**config.mk**
```make
export PLATFORM = sky130hd
export DESIGN_NAME = draw_arbiter
export DESIGN_NICKNAME = d
export VERILOG_FILES = /design/src/rtl/draw_pkg.sv /design/src/rtl/draw_arbiter_rr_pick.sv /design/src/rtl/draw_arbiter.sv
export SDC_FILE = /design/constraint.sdc
export NUM_CORES = 1
export LEC_CHECK = 0
export BUFFER_PORTS_ARGS = -buffer_cell sky130_fd_sc_hd__buf_4
export CAP_MARGIN = 20
export CORE_MARGIN = 10
export CORE_UTILIZATION = 45
export CTS_CLUSTER_SIZE = 20
export DETAILED_ROUTE_END_ITERATION = 16
export HOLD_SLACK_MARGIN = 0.06
export PLACE_DENSITY_LB_ADDON = 0.1
export SLEW_MARGIN = 20
export SYNTH_ARGS = -nofsm -noshare
export SYNTH_HDL_FRONTEND = slang
export SYNTH_SLANG_ARGS = --single-unit
```
**constraint.sdc**
```tcl
create_clock -name clk -period 2.4 [get_ports clk]
set_clock_uncertainty 0.2 [all_clocks]
set_input_delay 0 -clock clk [delete_from_list [all_inputs] [get_ports clk]]
set_output_delay 0 -clock clk [all_outputs]
set_load 0.05 [all_outputs]
```
**src/rtl/draw_pkg.sv**
```systemverilog
// Shared definitions for the drawing engines and the framebuffer arbiter.
package draw_pkg;

   localparam int DRAW_COORD_W  = 10;
   localparam int DRAW_COLOUR_W = 3;

   typedef enum logic [1:0] {
      S_IDLE  = 2'd0,
      S_GRANT = 2'd1,
      S_GAP   = 2'd2
   } state_e;

endpackage

```
**src/rtl/draw_arbiter_rr_pick.sv**
```systemverilog
// Round-robin winner selection: first requester at or after ptr, wrapping.
module rr_pick #(
   parameter int N_REQ = 3,
   parameter int PTR_W = 2
) (
   input  logic [N_REQ-1:0] req_i,
   input  logic [PTR_W-1:0] ptr_i,
   output logic [N_REQ-1:0] win_o,
   output logic [PTR_W-1:0] idx_o
);

   always_comb begin
      int   j;
      logic found;
      win_o = '0;
      idx_o = '0;
      found = 1'b0;
      j     = 0;
      for (int i = 0; i < N_REQ; i++) begin
         j = int'(ptr_i) + i;
         if (j >= N_REQ) j = j - N_REQ;
         if (!found && req_i[j]) begin
            found    = 1'b1;
            win_o[j] = 1'b1;
            idx_o    = PTR_W'(j);
         end
      end
   end

endmodule

```
**src/rtl/draw_arbiter.sv**
```systemverilog
// Round-robin owner of the single VGA framebuffer write port.
module draw_arbiter
   import draw_pkg::*;
#(
   parameter int N_REQ    = 3,
   parameter int COORD_W  = DRAW_COORD_W,
   parameter int COLOUR_W = DRAW_COLOUR_W,
   parameter int MAX_HOLD = 1024
) (
   input  logic                      clk,
   input  logic                      resetn,
   input  logic                      enable,
   input  logic [N_REQ-1:0]          req,
   input  logic [N_REQ-1:0]          done,
   input  logic [N_REQ-1:0]          wren_in,
   input  logic [N_REQ*COORD_W-1:0]  x_in,
   input  logic [N_REQ*COORD_W-1:0]  y_in,
   input  logic [N_REQ*COLOUR_W-1:0] colour_in,
   output logic [N_REQ-1:0]          grant,
   output logic [COORD_W-1:0]        x,
   output logic [COORD_W-1:0]        y,
   output logic [COLOUR_W-1:0]       colour,
   output logic                      writeEn,
   output logic                      busy,
   output logic                      timeout
);

   localparam int PTR_W = $clog2(N_REQ);
   localparam int CNT_W = $clog2(MAX_HOLD);
   localparam logic [CNT_W-1:0] HOLD_LAST = CNT_W'(MAX_HOLD - 1);
   localparam logic [PTR_W-1:0] PTR_LAST  = PTR_W'(N_REQ - 1);

   state_e           state_q, state_d;
   logic [PTR_W-1:0] ptr_q, ptr_d;
   logic [PTR_W-1:0] gidx_q, gidx_d;
   logic [CNT_W-1:0] hold_q, hold_d;
   logic [N_REQ-1:0] grant_q, grant_d;
   logic             timeout_q, timeout_d;
   logic [N_REQ-1:0] pick_win;
   logic [PTR_W-1:0] pick_idx;
   logic             g_done, g_req, at_limit;

   rr_pick #(
      .N_REQ (N_REQ),
      .PTR_W (PTR_W)
   ) u_pick (
      .req_i (req),
      .ptr_i (ptr_q),
      .win_o (pick_win),
      .idx_o (pick_idx)
   );

   assign g_done   = done[gidx_q];
   assign g_req    = req[gidx_q];
   assign at_limit = (hold_q == HOLD_LAST);

   always_comb begin
      state_d   = state_q;
      ptr_d     = ptr_q;
      gidx_d    = gidx_q;
      hold_d    = hold_q;
      grant_d   = grant_q;
      timeout_d = 1'b0;
      unique case (state_q)
         S_IDLE: begin
            if (|req) begin
               grant_d = pick_win;
               gidx_d  = pick_idx;
               hold_d  = '0;
               state_d = S_GRANT;
            end
         end
         S_GRANT: begin
            if (g_done || !g_req || at_limit) begin
               grant_d   = '0;
               hold_d    = '0;
               ptr_d     = (gidx_q == PTR_LAST) ? '0 : gidx_q + 1'b1;
               // limit only counts as a timeout when nothing else released
               timeout_d = !g_done && g_req;
               state_d   = S_GAP;
            end else begin
               hold_d = hold_q + 1'b1;
            end
         end
         S_GAP:   state_d = S_IDLE;
         default: state_d = S_IDLE;
      endcase
   end

   always_ff @(posedge clk) begin
      if (!resetn) begin
         state_q   <= S_IDLE;
         ptr_q     <= '0;
         gidx_q    <= '0;
         hold_q    <= '0;
         grant_q   <= '0;
         timeout_q <= 1'b0;
      end else if (enable) begin
         state_q   <= state_d;
         ptr_q     <= ptr_d;
         gidx_q    <= gidx_d;
         hold_q    <= hold_d;
         grant_q   <= grant_d;
         timeout_q <= timeout_d;
      end else begin
         timeout_q <= 1'b0;
      end
   end

   always_comb begin
      x      = '0;
      y      = '0;
      colour = '0;
      if (|grant_q) begin
         x      = x_in[gidx_q*COORD_W +: COORD_W];
         y      = y_in[gidx_q*COORD_W +: COORD_W];
         colour = colour_in[gidx_q*COLOUR_W +: COLOUR_W];
      end
   end

   assign grant   = grant_q;
   assign writeEn = enable & |(grant_q & wren_in);
   assign busy    = (state_q == S_GRANT) || (state_q == S_GAP);
   assign timeout = timeout_q;

endmodule

```
## Yosys cells after proc, flatten, opt, wreduce, memory -nomap -nowiden

Cells that the tools add are included.

| operators by class | value |
|---|---|
| add/sub/neg operators | 7 |
| $mul | 2 |
| magnitude comparators | 10 |
| equal/unequal tests | 6 |
| shift-type cells | 3 |
| multiplexer cells | 43 |
| bitwise operators | 4 |
| reductions and logical operators | 24 |

Operators with widths:

| cell | count |
|---|---|
| $ge 32x1->1 const B | 3 |
| $lt 32x4->1 const B | 3 |
| $mux 32 | 3 |
| $ge 32x3->1 const B | 2 |
| $sub 32x3->32 const B | 2 |
| $shiftx 30x7->10 | 2 |
| $mux 10 | 4 |
| $pmux 10 s2 | 1 |
| $mux 3 | 6 |
| $mux 1 | 13 |
| $mux 2 | 6 |
| $reduce_and 3->1 | 4 |
| $add 10x1->10 const B | 1 |
| $bmux 1 s2 | 5 |
| $eq 10x10->1 const B | 1 |
| $reduce_or 3->1 | 3 |
| $shiftx 9x5->3 | 1 |
| $reduce_and 4->1 | 2 |
| $demux 1 s2 | 3 |
| $logic_and 1x1->1 | 6 |
| $or 3x3->3 | 2 |
| $pmux 3 s2 | 1 |
| $mul 2x3->5 const B | 1 |
| $eq 2x2->1 const B | 2 |
| other kinds (16) | 22 |

| storage, ports and cells | value |
|---|---|
| register bits | 20 |
| bits of input ports | 81 |
| output and inout port bits | 29 |
| logic and storage cells | 105 |

## Longest topological paths before layout

| logic depth | value |
|---|---|
| depth in word-level cells | 14 |
| gate-level depth with buffers | 8 |
| gate-level depth less buffers | 7 |

## By module

Synthesis repeated with hierarchy kept, for this count alone.

| second synthesis, totals | value |
|---|---|
| cell total of the unflattened synthesis | 275 |
| area, all modules | 1963.1 um2 |

By module, submodules not included:

| module | times used | cells an instance | area an instance (um2) | sequential area each (um2) |
|---|---|---|---|---|
| draw_arbiter | 1 | 223 | 1630.3 | 400.4 |
| rr_pick | 1 | 52 | 332.8 | 0.0 |

## Worst setup path after synthesis

Ideal clock, no wire load.

| timing path | value |
|---|---|
| path type | reg2reg |
| start point | register state_q[0] |
| end point | register grant_q[0], in the netlist grant[0] |
| library setup time | 0.101 ns |
| arrival time | 1.882 ns |
| data required time | 2.099 ns |
| setup slack | 0.217 ns |
| stages on the path, launching flop included | 9 |
| path buffers | 1 |
| clock period less this slack | 2.183 ns |
| path through | dfxtp_1 inv_1 ha_1 or4b_2 nand2b_1 clkbuf_1 and2_0 o21ai_0 o41ai_1 |

| between the ends | value |
|---|---|
| longest elaborated chain between the ends | 3 |

RTL lines:

| item | RTL line | source |
|---|---|---|
| start, declared | draw_arbiter.sv:33 | `state_e state_q, state_d;` |
| start signal, assigned | draw_arbiter.sv:99 | `state_q <= state_d;` |
| $eq 2x1->1 or $logic_not 2->1 (tied branches) | draw_arbiter.sv:64 | `unique case (state_q)` |
| $ne 2x2->1 (no source line) or $reduce_bool 2->1 (tied branches) | n/a |  |
| $reduce_and 4->1 (no source line) | n/a |  |
| end signal, assigned | draw_arbiter.sv:103 | `grant_q <= grant_d;` |
| end, declared | draw_arbiter.sv:37 | `logic [N_REQ-1:0] grant_q, grant_d;` |

Several ways; a longest one is shown, not always the timed one.
A chain may end at the register's enable or synchronous reset.

## Final worst setup path

| timing path | value |
|---|---|
| start point | register state_q[1] |
| end point | register grant_q[0], in the netlist grant[0] |

The elaborated chain is that of the path after synthesis.

==> impl_results.md <==
* Status: complete, no violations
* Worst min path class: input pin to flip-flop
* # setup viols final at 0
* WHS at 0.111 ns
* Avg WL per Cell at 17.1 um
* CTS H-Tree Depth at 1
* WP buf/inv at 1
* Port buffer count at 109
* Setup crit end kind: flip-flop
* Worst Setup SP: state_q[1]
* Sw Share at 38.0%
* CP endpoint: grant[0]
* Post-Syn Nets at 364
* CP Class: flip-flop to flip-flop
* Register bit count reported by yosys at 20
* Gp weighted congestion at 0.839
* First-pass GRT wire length at 11900 um
* Max-cap viol count at 0
* Switching power at 507 uW
* Setup WS post-layout at 0.130 ns
* CP max stage cell: or4b_2
* Die width at 85.7 um
* Area occupied by multi-input gates at 1450 um^2
* Power Dens Cells at 454 nW/um^2
* RSZ-0062 raised after global routing: false
* CTS clk-pin slew, worst paths at 0.07 ns
* Hold path cells at 4
* Initial cell density of the core at 47.5%
* Tmin final at 2.27 ns
* Mapped Area at 1940 um^2
* Post-Route WL at 7400 um
* Rows at 23
* R2R depth at 7
* Synth top area cells: dfxtp_1, mux2i_1, nor2_1
* Residual DRC count at 0
* FF-to-FF Start: state_q[1]
* Overall power at 1330 uW
* # IOs at 110
* Sequential fraction of design power at 26.7%
* Chip Height at 85.7 um
* Fmax at 0.440 GHz
* Largest net degree at the start of global routing at 24
* Syn avg cell area at 7.03 um^2
* GRT Overall Usage at 19.0%
* Final Max Tran Viols at 0
* Int Pwr at 826 uW
* Post-synth EDFFs at 0
* Worst skew pair latency at 0.26 ns
* Setup TNS at 0 ns
* Vias per cell at 5.61
* Ant. Diodes at 0
* Worst R2R Setup Slack at 0.13 ns
* Startpoint Class: flip-flop
* Gate power share at 48.2%
* Largest delay share family, worst path: simple AND/OR/NAND/NOR gates
* # nets final at 471
* Top cell type's share of synthesized area at 20.6%
* Commonest cells in the netlist: nor2_1, a21oi_1, mux2i_1, dfxtp_1, nand2_1
* CTS root buffer: clkbuf_8
* Arr. time, crit path at 2.23 ns
* Final period utilization at 94.6%
* CTS tree: yes
* LEAKAGE at 0.00130 uW
* DR pass1 iterations at 4
* Count leader, synth: nor2_1
* Core Area at 4090 um^2
* Clk sinks at 20
* DRT antenna net count at 0
* Post-synth top area cell: dfxtp_1
* Top_reg_cell synth: dfxtp_1
* Starting DRT DRC Count at 134
* Syn. warnings at 0
* Register area at 400 um^2
* Asr flop ratio synth at 0%
* Worst-margin pin slew at 0.429 ns
* Post-Synthesis Cells at 276
* CP max FO at 6
* Fillers at 356
* Clock share of power at 25.2%
* Endpoints failing hold at 0
* Netlist cell types at 53
* Area Overhead vs Synth at 51.2%
* Critical Path Max Stage Delay at 0.62 ns
* Grt total ovfl at 0
* Setup Buffers After CTS at 0
* HPWL after DPL at 6040 um
* Layout cells sized above 1 at 34.8%
* Slew margin rel. at 71.0%
* Register area share after synthesis at 20.6%
* Vias post-DR at 2424
* Initial antenna violation count at 0
* CP Depth at 7
* Die area at 7340 um^2
* Setup WS pre-CTS at 0.139 ns
* Peak supply drop at 0.275 mV
* Bufs on Longest Clock Path at 2
* Cts bufs inserted at 3
* Crit path cell chain: inv_1 > ha_1 > or4b_2 > nand2b_1 > and2_0 > o21ai_0 > o41ai_1
* Crit Reg-Reg Endpoint: grant[0]
* CP Data Required Time at 2.36 ns
* Vias in the first global route at 2543
flip-flops by register name, indices dropped and copies added, names as in the netlist:
| register | count |
|---|---|
| grant | 3 |
| ptr_q | 2 |
| timeout | 1 |
| hold_q | 10 |
| state_q | 2 |
| gidx_q | 2 |
power by group through the flow:
stage	Combinational, uW	Clock, uW	Sequential [uW]
floorplan	391	0	368
global placement	624	0	362
detailed placement	631	0	363
CTS	641	341	355
global route	696	352	357
finish	642	335	355
tightest hold or removal path: cells and delay by family:
family	cells	cell delay (ns)
simple gates	2	0.20
compound gates	1	0.19
buf+inv	1	0.15
cell families (layout without fill, tap and decap cells):
group / after synthesis / count (layout) / synth area share, %
and+or+nand+nor: 126 / 126 / 32.9
AOI/OAI and AO/OA: 71 / 71 / 23.4
buffers and inverters: 27 / 133 / 5.61
muxes: 25 / 25 / 12.9
DFF: 20 / 20 / 20.6
adders and majority gates: 7 / 7 / 4.52
layout make-up:
cell class              count  share of cell area [%]
clock buffers               3                    1.41
clock inverters             1                    1.02
inverters                   7                   0.896
multi-input cells         229                    49.3
flip-flops and latches     20                    13.7
well taps                  50                    2.13
repair buffers            122                    31.6
how the worst min path moves through the flow:
stage                             from    endpoint  slack [ns]
after floorplan           colour_in[6]   colour[0]         0.1
after global placement          enable   gidx_q[0]        0.15
after detailed placement        enable   gidx_q[0]        0.15
after CTS                       req[0]  state_q[1]        0.09
after global routing            req[0]  state_q[1]        0.13
final                           req[0]  state_q[1]        0.11
per-stage QoR:
step                cell area [um^2]  instances  utilization (%)
global route                    2930        432             71.8
detailed placement              2810        424             68.8
global placement                2810        424             68.8
CTS                             2920        432             71.5
floorplan                       1940        276                -
finish                          2930        432             71.8
layout by cell type, fill, tap and decap left out, types with 3 or more instances in the layout:
master / Yosys / layout
dlygate4sd3_1: 0 / 4
inv_1: 7 / 7
nor3_1: 5 / 4
buf_4: 1 / 118
nand3_1: 9 / 9
nor2b_1: 8 / 7
nand2b_1: 3 / 3
clkbuf_8: 0 / 3
mux2i_1: 25 / 25
nand2_1: 19 / 19
nor3b_1: 4 / 4
nor2_1: 56 / 56
nand3b_1: 3 / 3
o21ai_0: 17 / 17
a21oi_1: 26 / 26
ha_1: 7 / 7
dfxtp_1: 20 / 20
and3_1: 3 / 3
layer usage:
metal / up-vias / wire length, um / global-route usage (%) / share of wire (%)
li1: 1205 / - / - / -
met1: 1104 / 2870 / 19.5 / 39
met2: 101 / 3470 / 33.5 / 47
met3: 14 / 912 / 9.93 / 12
met4: 0 / 142 / 4.64 / 1.9
met5: - / 0 / 0 / 0
timing repair:
action	4_1_cts	5_1_grt
endpoints found under the setup margin	0	20
gates resized for setup	0	3
hold buffers	4	0
endpoints found under the hold margin	16	0
Note: power is estimated with default switching activity, not from simulation.
